**src/rtl/riscv_core_id_stage.sv**
```systemverilog
// Queued, back-pressured RV32I decode stage: FIFO -> decode -> registered valid/ready output.
// Defining RISCV_CORE_ID_SCOREBOARD_EN adds a RAW/WAW register scoreboard with writeback clears.
module riscv_core_id_stage #(
  parameter int QUEUE_DEPTH = 2,
  parameter int PC_W        = 32
) (
  input  logic            clk,
  input  logic            rst,
  input  logic            flush,
  input  logic            if_valid,
  output logic            if_ready,
  input  logic [31:0]     if_instr,
  input  logic [PC_W-1:0] if_pc,
  output logic            id_valid,
  input  logic            id_ready,
  output logic [PC_W-1:0] id_pc,
  output logic [4:0]      id_rsj,
  output logic [4:0]      id_rsk,
  output logic [4:0]      id_rd,
  output logic            id_rsj_valid,
  output logic            id_rsk_valid,
  output logic            id_rd_valid,
  output logic [31:0]     id_immed,
  output logic [9:0]      id_alu_funct,
  output logic [7:0]      id_mem_funct,
  output logic [6:0]      id_br_funct,
  output logic [PC_W-1:0] id_target,
  output logic            id_illegal,
  input  logic            wb_valid,
  input  logic [4:0]      wb_rd
);
  localparam int AW = $clog2(QUEUE_DEPTH);
  localparam int CW = AW + 1;

  localparam logic [6:0] OPC_OP     = 7'b0110011;
  localparam logic [6:0] OPC_OPIMM  = 7'b0010011;
  localparam logic [6:0] OPC_LUI    = 7'b0110111;
  localparam logic [6:0] OPC_AUIPC  = 7'b0010111;
  localparam logic [6:0] OPC_JAL    = 7'b1101111;
  localparam logic [6:0] OPC_JALR   = 7'b1100111;
  localparam logic [6:0] OPC_BRANCH = 7'b1100011;
  localparam logic [6:0] OPC_LOAD   = 7'b0000011;
  localparam logic [6:0] OPC_STORE  = 7'b0100011;
  localparam logic [9:0] ALU_ADD    = 10'h001;
  localparam logic [6:0] BR_JUMP    = 7'h40;

  function automatic logic [9:0] alu_dec(input logic [9:0] key);
    case (key)
      10'b0000000_000: alu_dec = 10'h001;
      10'b0100000_000: alu_dec = 10'h002;
      10'b0000000_110: alu_dec = 10'h004;
      10'b0000000_100: alu_dec = 10'h008;
      10'b0000000_111: alu_dec = 10'h010;
      10'b0000000_010: alu_dec = 10'h020;
      10'b0000000_011: alu_dec = 10'h040;
      10'b0000000_001: alu_dec = 10'h080;
      10'b0000000_101: alu_dec = 10'h100;
      10'b0100000_101: alu_dec = 10'h200;
      default:         alu_dec = 10'h000;
    endcase
  endfunction

  // key[3] selects store encodings, key[2:0] is funct3
  function automatic logic [7:0] mem_dec(input logic [3:0] key);
    case (key)
      4'b0000: mem_dec = 8'h01;
      4'b0001: mem_dec = 8'h02;
      4'b0010: mem_dec = 8'h04;
      4'b0100: mem_dec = 8'h08;
      4'b0101: mem_dec = 8'h10;
      4'b1000: mem_dec = 8'h20;
      4'b1001: mem_dec = 8'h40;
      4'b1010: mem_dec = 8'h80;
      default: mem_dec = 8'h00;
    endcase
  endfunction

  function automatic logic [6:0] br_dec(input logic [2:0] f3);
    case (f3)
      3'b000:  br_dec = 7'h01;
      3'b001:  br_dec = 7'h02;
      3'b100:  br_dec = 7'h04;
      3'b101:  br_dec = 7'h08;
      3'b110:  br_dec = 7'h10;
      3'b111:  br_dec = 7'h20;
      default: br_dec = 7'h00;
    endcase
  endfunction

  logic [31:0]     q_instr [QUEUE_DEPTH];
  logic [PC_W-1:0] q_pc    [QUEUE_DEPTH];
  logic [AW-1:0]   rd_ptr, wr_ptr;
  logic [CW-1:0]   count;
  logic            push, load_p0, head_vld_p0, stall;

  assign if_ready    = (count != CW'(QUEUE_DEPTH));
  assign push        = if_valid && if_ready && !flush;
  assign head_vld_p0 = (count != '0);
  assign load_p0     = head_vld_p0 && (!id_valid || id_ready) && !stall && !flush;

  always_ff @(posedge clk or posedge rst) begin
    if (rst) begin
      rd_ptr <= '0;
      wr_ptr <= '0;
      count  <= '0;
    end else if (flush) begin
      rd_ptr <= '0;
      wr_ptr <= '0;
      count  <= '0;
    end else begin
      if (push)    wr_ptr <= wr_ptr + 1'b1;
      if (load_p0) rd_ptr <= rd_ptr + 1'b1;
      if (push && !load_p0)      count <= count + 1'b1;
      else if (!push && load_p0) count <= count - 1'b1;
    end
  end

  always_ff @(posedge clk) begin
    if (push) begin
      q_instr[wr_ptr] <= if_instr;
      q_pc[wr_ptr]    <= if_pc;
    end
  end

  // ---- stage p0: decode the queue head ----
  logic [31:0]     instr_p0, imm_i, imm_s, imm_u, imm_b, imm_j, imm_p0;
  logic [PC_W-1:0] pc_p0, tgt_p0;
  logic [6:0]      opc_p0, f7_p0, br_p0;
  logic [2:0]      f3_p0;
  logic [9:0]      alu_p0;
  logic [7:0]      mem_p0;
  logic            rsj_v_p0, rsk_v_p0, rd_v_p0, ill_p0, is_shift;

  assign instr_p0 = q_instr[rd_ptr];
  assign pc_p0    = q_pc[rd_ptr];
  assign opc_p0   = instr_p0[6:0];
  assign f3_p0    = instr_p0[14:12];
  assign f7_p0    = instr_p0[31:25];
  assign is_shift = (f3_p0 == 3'b001) || (f3_p0 == 3'b101);
  assign imm_i    = {{20{instr_p0[31]}}, instr_p0[31:20]};
  assign imm_s    = {{20{instr_p0[31]}}, instr_p0[31:25], instr_p0[11:7]};
  assign imm_u    = {instr_p0[31:12], 12'h000};
  assign imm_b    = {{20{instr_p0[31]}}, instr_p0[7], instr_p0[30:25], instr_p0[11:8], 1'b0};
  assign imm_j    = {{12{instr_p0[31]}}, instr_p0[19:12], instr_p0[20], instr_p0[30:21], 1'b0};

  always_comb begin
    rsj_v_p0 = 1'b1;
    rsk_v_p0 = 1'b0;
    rd_v_p0  = 1'b0;
    imm_p0   = '0;
    alu_p0   = ALU_ADD;
    mem_p0   = '0;
    br_p0    = '0;
    tgt_p0   = '0;
    ill_p0   = 1'b0;
    case (opc_p0)
      OPC_OP: begin
        rsk_v_p0 = 1'b1;
        rd_v_p0  = 1'b1;
        alu_p0   = alu_dec({f7_p0, f3_p0});
        ill_p0   = (alu_p0 == '0);
      end
      OPC_OPIMM: begin
        rd_v_p0 = 1'b1;
        imm_p0  = imm_i;
        alu_p0  = alu_dec(is_shift ? {f7_p0, f3_p0} : {7'b0, f3_p0});
        ill_p0  = (alu_p0 == '0) || (is_shift && instr_p0[25]);
      end
      OPC_LUI, OPC_AUIPC: begin
        rsj_v_p0 = 1'b0;
        rd_v_p0  = 1'b1;
        imm_p0   = imm_u;
      end
      OPC_JAL: begin
        rsj_v_p0 = 1'b0;
        rd_v_p0  = 1'b1;
        imm_p0   = 32'd4;
        br_p0    = BR_JUMP;
        tgt_p0   = pc_p0 + imm_j[PC_W-1:0];
      end
      OPC_JALR: begin
        rd_v_p0 = 1'b1;
        imm_p0  = 32'd4;
        br_p0   = BR_JUMP;
        tgt_p0  = imm_i[PC_W-1:0];
        ill_p0  = (f3_p0 != 3'b000);
      end
      OPC_BRANCH: begin
        rsk_v_p0 = 1'b1;
        br_p0    = br_dec(f3_p0);
        tgt_p0   = pc_p0 + imm_b[PC_W-1:0];
        ill_p0   = (br_p0 == '0);
      end
      OPC_LOAD: begin
        rd_v_p0 = 1'b1;
        imm_p0  = imm_i;
        mem_p0  = mem_dec({1'b0, f3_p0});
        ill_p0  = (mem_p0 == '0);
      end
      OPC_STORE: begin
        rsk_v_p0 = 1'b1;
        imm_p0   = imm_s;
        mem_p0   = mem_dec({1'b1, f3_p0});
        ill_p0   = (mem_p0 == '0);
      end
      default: ill_p0 = 1'b1;
    endcase
    rd_v_p0 = rd_v_p0 && (instr_p0[11:7] != 5'd0);
    if (ill_p0) begin
      alu_p0   = '0;
      mem_p0   = '0;
      br_p0    = '0;
      rsj_v_p0 = 1'b0;
      rsk_v_p0 = 1'b0;
      rd_v_p0  = 1'b0;
    end
  end

`ifdef RISCV_CORE_ID_SCOREBOARD_EN
  logic [31:0] busy, set_mask, clr_mask;

  function automatic logic sb_hit(input logic [4:0] r);
    sb_hit = busy[r] || (id_valid && id_rd_valid && (id_rd == r));
  endfunction

  always_comb begin
    set_mask = '0;
    clr_mask = '0;
    if (id_valid && id_ready && id_rd_valid && !flush) set_mask[id_rd] = 1'b1;
    if (wb_valid) clr_mask[wb_rd] = 1'b1;
  end

  always_ff @(posedge clk or posedge rst) begin
    if (rst) busy <= '0;
    else     busy <= ((busy & ~clr_mask) | set_mask) & ~32'h1;
  end

  assign stall = (rsj_v_p0 && sb_hit(instr_p0[19:15])) ||
                 (rsk_v_p0 && sb_hit(instr_p0[24:20])) ||
                 (rd_v_p0  && sb_hit(instr_p0[11:7]));
`else
  logic unused_wb;
  assign unused_wb = wb_valid ^ (^wb_rd);
  assign stall     = 1'b0;
`endif

  // ---- stage p1: output register ----
  always_ff @(posedge clk or posedge rst) begin
    if (rst) begin
      id_valid     <= 1'b0;
      id_pc        <= '0;
      id_rsj       <= '0;
      id_rsk       <= '0;
      id_rd        <= '0;
      id_rsj_valid <= 1'b0;
      id_rsk_valid <= 1'b0;
      id_rd_valid  <= 1'b0;
      id_immed     <= '0;
      id_alu_funct <= '0;
      id_mem_funct <= '0;
      id_br_funct  <= '0;
      id_target    <= '0;
      id_illegal   <= 1'b0;
    end else if (flush) begin
      id_valid <= 1'b0;
    end else if (load_p0) begin
      id_valid     <= 1'b1;
      id_pc        <= pc_p0;
      id_rsj       <= instr_p0[19:15];
      id_rsk       <= instr_p0[24:20];
      id_rd        <= instr_p0[11:7];
      id_rsj_valid <= rsj_v_p0;
      id_rsk_valid <= rsk_v_p0;
      id_rd_valid  <= rd_v_p0;
      id_immed     <= imm_p0;
      id_alu_funct <= alu_p0;
      id_mem_funct <= mem_p0;
      id_br_funct  <= br_p0;
      id_target    <= tgt_p0;
      id_illegal   <= ill_p0;
    end else if (id_ready) begin
      id_valid <= 1'b0;
    end
  end
endmodule

```
**config.mk**
```make
export PLATFORM = sky130hd
export DESIGN_NAME = riscv_core_id_stage
export DESIGN_NICKNAME = d
export VERILOG_FILES = /design/src/rtl/riscv_core_id_stage.sv
export SDC_FILE = /design/constraint.sdc
export NUM_CORES = 1
export LEC_CHECK = 0
export ABC_AREA = 1
export CAP_MARGIN = 20
export CORE_UTILIZATION = 54
export CTS_CLUSTER_SIZE = 20
export DETAILED_ROUTE_END_ITERATION = 8
export PLACE_DENSITY_LB_ADDON = 0.25
export SLEW_MARGIN = 0
export SYNTH_ARGS = -nofsm -noshare
export SYNTH_HDL_FRONTEND = slang
export SYNTH_SLANG_ARGS = --single-unit
export TNS_END_PERCENT = 100
```
**constraint.sdc**
```tcl
create_clock -name clk -period 5.3 [get_ports clk]
set_input_delay 0.795 -clock clk [delete_from_list [all_inputs] [get_ports clk]]
set_output_delay 0.795 -clock clk [all_outputs]
set_load 0.1 [all_outputs]
```
**Yosys cells after proc, flatten, opt, wreduce, memory -nomap -nowiden**

Memories as Yosys holds them, arrays and structs flattened.
Index checks and enable logic that the tools add are counted.

- Add/sub/neg operators: 6
- Eq/ne operators: 34
- Multiplexer cells: 38
- Bitwise gates (word level): 1
- Reductions and logical operators: 37

Operators by type and width:

| operator | count |
|---|---|
| one-hot mux 10 bit (10 select lines) | 2 |
| one-hot mux 32 bit (4 select lines) | 1 |
| one-hot mux 32 bit (3 select lines) | 1 |
| equality test 10 x 3 -> 1 bit, second input constant | 8 |
| adder 32 bit | 2 |
| equality test 10 x 2 -> 1 bit, second input constant | 4 |
| equality test 10 x 9 -> 1 bit, second input constant | 4 |
| logical NOT 10 bit | 4 |
| two-way mux 10 bit | 4 |
| one-hot mux 6 bit (6 select lines) | 1 |
| one-hot mux 5 bit (5 select lines) | 1 |
| two-way mux 8 bit | 3 |
| one-hot mux 8 bit (3 select lines) | 1 |
| equality test 7 x 6 -> 1 bit, second input constant | 3 |
| equality test 7 bit, second input constant | 3 |
| equality test 10 x 1 -> 1 bit, second input constant | 2 |
| one-hot mux 10 bit (2 select lines) | 1 |
| logical NOT 8 bit | 2 |
| one-hot mux 8 bit (2 select lines) | 1 |
| two-way mux 1 bit | 15 |
| equality test 7 x 5 -> 1 bit, second input constant | 2 |
| two-way mux 7 bit | 2 |
| one-hot mux 7 bit (2 select lines) | 1 |
| equality test 3 bit, second input constant | 4 |
| other kinds (22) | 44 |

- Register bits after elaboration: 145
- RAM bits: 128
- Input port bits: 75
- Output and inout bits: 142
- Logic and storage cells: 135
- Memories kept: 2

Memory list:

| memory | words | bits a word | rd ports | clocked after Yosys merged registers in | write ports | line | source |
|---|---|---|---|---|---|---|---|
| q_instr | 2 | 32 | 1 | 0 | 1 | 90 | `logic [31:0] q_instr [QUEUE_DEPTH];` |
| q_pc | 2 | 32 | 1 | 0 | 1 | 91 | `logic [PC_W-1:0] q_pc [QUEUE_DEPTH];` |

**Logic depth before layout (Yosys ltp)**

An unclocked memory read counts as a cell.

- Depth after elaboration: 11
- Depth in mapped cells: 25
- Gate-level depth less buffers: 23

**Least setup slack after synthesis**

No wires, ideal clock.

- Kind: reg2reg
- From: register count[0]
- To: memory q_instr[0][0], enable pin
- Setup time: 486 ps
- Arrival: 4113 ps
- Required time: 4814 ps
- Slack: 701 ps
- Stages on the path, launching flop included: 7
- Path buffers: 0
- Period minus slack after synthesis: 4599 ps
- Cell sequence: dfrtp_1 > inv_1 > nand2_1 > nand2_1 > nor2_1 > inv_1 > nor2_1

- Word-level cells in the longest chain between the ends: 5

RTL lines:

| what | line | source |
|---|---|---|
| start: declaration | 93 | `logic [CW-1:0] count;` |
| start signal: assignment | 113 | `if (push && !load_p0) count <= count + 1'b1;` |
| start signal: assignment | 114 | `else if (!push && load_p0) count <= count - 1'b1;` |
| inequality test 2 bit | 96 | `assign if_ready = (count != CW'(QUEUE_DEPTH));` |
| via if_ready | 11 | `output logic if_ready,` |
| logical AND 1 bit (2 in a row) | 97 | `assign push = if_valid && if_ready && !flush;` |
| two-way mux 1 bit | 119 | `if (push) begin` |
| two-way mux 1 bit (implied by the code) | 120 | `q_instr[wr_ptr] <= if_instr;` |
| end: declaration | 90 |  |

The timed path passes the listed nets, and every way through them passes these cells.

**Worst setup path after layout**

- From: register rd_ptr
- To: register id_target[16]

- Word-level cells in the longest chain between the ends: 3
- Elaborated cells on any way between the ends: 8
- Classes of those cells: 2 x add/sub; 3 x eq/ne; 1 x mux; 2 x memory

RTL lines:

| what | line | source |
|---|---|---|
| start: declaration | 92 | `logic [AW-1:0] rd_ptr, wr_ptr;` |
| start signal: assignment | 112 | `if (load_p0) rd_ptr <= rd_ptr + 1'b1;` |
| memory read (2 x 32 bit) (on tied branches) | -- |  |
| adder 32 bit (tied with other cells) | 191 | `tgt_p0 = pc_p0 + imm_b[PC_W-1:0];` |
| one-hot mux 32 bit (3 select lines) * | 156 | `case (opc_p0)` |
| end signal: assignment | 279 | `id_target <= tgt_p0;` |
| end: declaration | 27 | `output logic [PC_W-1:0] id_target,` |

Every way passes the cells marked *; elsewhere a longest branch is shown, timed or not.
A chain may end at the register's enable or synchronous reset.

==> reports/results.ini <==
[pwr]
leakagePower_nw = 7.73
ir_drop_v = 0.000538
power.total_w = 0.0102
powerDensity_nw_per_um2 = 610

[setup_path]
cp_top_family = simple AND/OR/NAND/NOR gates
cp_max_fo = 16
end_kind = register
ff2ff_setup_slack_ps = 860
worst-endpoint-arrival_ps = 4910
required_ps = 5780
cpMostUsedCell = nand2_1
worstPathCellList = inv_2 > nand2_1 > o21ai_2 > nand3_4 > nor2_2 > inv_1 > o21ai_0 > ha_1 > nand3_1 > nand3_1 > nand2_1 > o211ai_1 > nand2_1 > nand2_1 > nand2_1 > nand2_1 > nand2_1 > nand3_1 > nand2_1 > nand2_1 > nand2_1
critical_path_class = reg2reg
crit_buf_inv = 2
start_kind = register
critPathMaxStageDelay_ps = 560
crit_slowest_cell = dfrtp_2

[sta]
drv_slew = 0
fin_setup_tns_ps = 0
skew_ps = 21.9
period_needed_ps = 4440
setup_viol = 0
rsz0062_at_grt = no
finalCritPeriodShare_pct = 83.7
fin_hold_ws_ps = 476
max_freq_mhz = 225
tightest_slew_ps = 1110
setup_slack_ps = 865
hold_viol = 0
slew-limit-headroom_pct = 26.1

[route]
drt_iter0_drc = 891
routed_via_density = 5.41
first_pass_iters = 7
routedWlPerCell_um = 17.9
drc_errors = 0
ant_nets = 0
route.vias.total = 11251
drt_wl_total_um = 37300

[grt]
grt_max_degree = 101
gr-total-overflow = 0
grt_pass1_wl_um = 59300
antenna_found_initial = 0
first_global_vias = 10783
grt_util_all_layers_pct = 29.7

[run]
cap_violations = 0

[yosys]
synth_fp_nets = 1643
synth-main-ff-cell = dfrtp_1
async_flop_share_pct = 53.1
ys.warnings.count = 0
synth_edf_count = 128
synth_seq_cells = 273
syn_area_um2 = 13400
synth_seq_area_share_pct = 55.6
syn_inst = 1537
synth_cell_type_count = 47
avgSynthCellArea_um2 = 8.74

[place]
post-dp-hpwl_um = 26700
port_buffers = 210
preCtsSetupSlack_ps = 952
placed_cell_area_um2 = 15800
gp_congestion = 0.911

[cts]
insertion_delay_ps = 560
h-tree-depth = 1
path_clk_slew_ps = 60
tritoncts = built
cts_buffers = 28
post_cts_buffers = 0
cts_buffer_depth = 3
cts_resized = 0
cts_sinks = 273
clock-root-buffer = clkbuf_16
holdBufCountCts = 0

[min_path]
min_path_type = reg2reg

[floorplanning]
start_util_pct = 55.1
die_y_um = 160
fp.dieW_um = 160
rows = 57
ios = 217
core_area_um2 = 24400
die-area_um2 = 25500

[outcome]
outcome = completed

[layout]
area_delta_synth_final_pct = 24.8
drive_gt1_share_pct = 7.97
diodes = 0
num-nets-final = 1841
final_area_um2 = 16800

[final timing paths]
kind	startpoint	to	depth (start not counted)
setup reg to reg	rd_ptr	id_target[16]	21
hold / removal	id_pc[28]	id_pc[28]	2
max in group asynchronous	rst	id_mem_funct[1]	3
setup / recovery	rd_ptr	id_target[16]	21
min in group asynchronous	rst	id_target[25]	2
hold reg to reg	id_pc[28]	id_pc[28]	2
[worst min-delay path, stage by stage, from the launching register on]
cell and delay [ps]:
dfrtp_1 340, nand2_1 60, nand2_1 50
[report_power, final]
part | switching (W) | internal (W)
Clock | 0.000832 | 0.00120
Sequential | 0.000217 | 0.00257
Combinational | 0.00410 | 0.00130
[cell usage after synthesis (all sizes together) (2+ instances only)]
library cell  count  share of area (%)
ha               30                2.8
o21ai           113                5.0
a31oi             3               0.14
o211ai            3               0.17
mux2i             5               0.37
nor2             73                2.4
a21oi            39                1.5
nand2           657                 19
or2               3               0.14
edfxtp          128                 29
nand4            19               0.89
clkbuf           34               0.95
a21o              2               0.11
a22oi             6               0.34
o21bai            5               0.28
buf              19                1.1
dfrtp           145                 27
o22ai             9               0.42
nand3            69                2.8
nand3b            2               0.11
o31ai            15               0.84
inv             130                3.6
clkinv            2              0.065
xnor2             9               0.59
nor3             11               0.49
[per-stage QoR]
stage | utilization, % | instances
CTS | 68.7 | 2081
floorplan | - | 1537
global route | 68.7 | 2081
detailed placement | 64.7 | 2029
global placement | 64.7 | 2029
finish | 68.7 | 2081
[layout make-up]
cell class                 instances  area (µm²)
clock inverter                    12         128
clock buffer                      40         838
fill                            1981        7630
multi-input combinational       1079        5210
tap                              324         405
sequential                       273        7470
timing repair buffer             221        2200
inverter                         132         504
[state kept, by name (all words and copies together) (netlist names), 2 cells and up]
| register | count |
|---|---|
| q_instr | 64 |
| q_pc | 64 |
| id_immed | 32 |
| id_pc | 32 |
| id_target | 32 |
| id_alu_funct | 10 |
| id_mem_funct | 8 |
| id_br_funct | 7 |
| id_rd | 5 |
| id_rsj | 5 |
| id_rsk | 5 |
| count | 2 |
[cells by family (layout without fill, tap and decap cells)]
kind of cell,after synthesis,count (layout),share of synthesized area (%)
xor+xnor,10,10,0.652
mux,5,5,0.373
compound gates,197,197,8.89
buf+inv,185,405,5.72
simple gates,836,836,25.8
fa+ha+maj,31,31,2.94
flops,273,273,55.6
[layout by cell type, fill, tap and decap left out, types with 3 or more instances in the layout]
master and instances:
clkdlybuf4s50_1 210, mux2i_1 5, o21ai_0 82, o21bai_1 5
nor2_2 6, o21ai_1 6, a22oi_1 6, dfrtp_1 144
a21oi_1 39, buf_4 10, nand2_2 12, nand2_4 4
clkbuf_16 30, xnor2_1 9, clkbuf_1 5, o31ai_1 15
nor2_4 6, o22ai_1 9, clkinv_2 7, clkbuf_8 5
nor2_1 60, edfxtp_1 128, or2_2 3, o211ai_1 3
nand2_1 641, nand4_1 19, a31oi_1 3, inv_1 112
nand3_1 64, ha_1 30, nand3_2 4, nor3_1 10
o21ai_2 23, inv_2 16
[routing by layer]
layer  up-vias  part of all wire [%]  track usage [%]
met2       464                    43             43.9
met1      5307                    45             45.1
met5         -                     0                0
met3        49                   9.1             5.74
li1       5431                     -                -
met4         0                   1.9             7.21
Note: power is estimated with default switching activity, not from simulation.
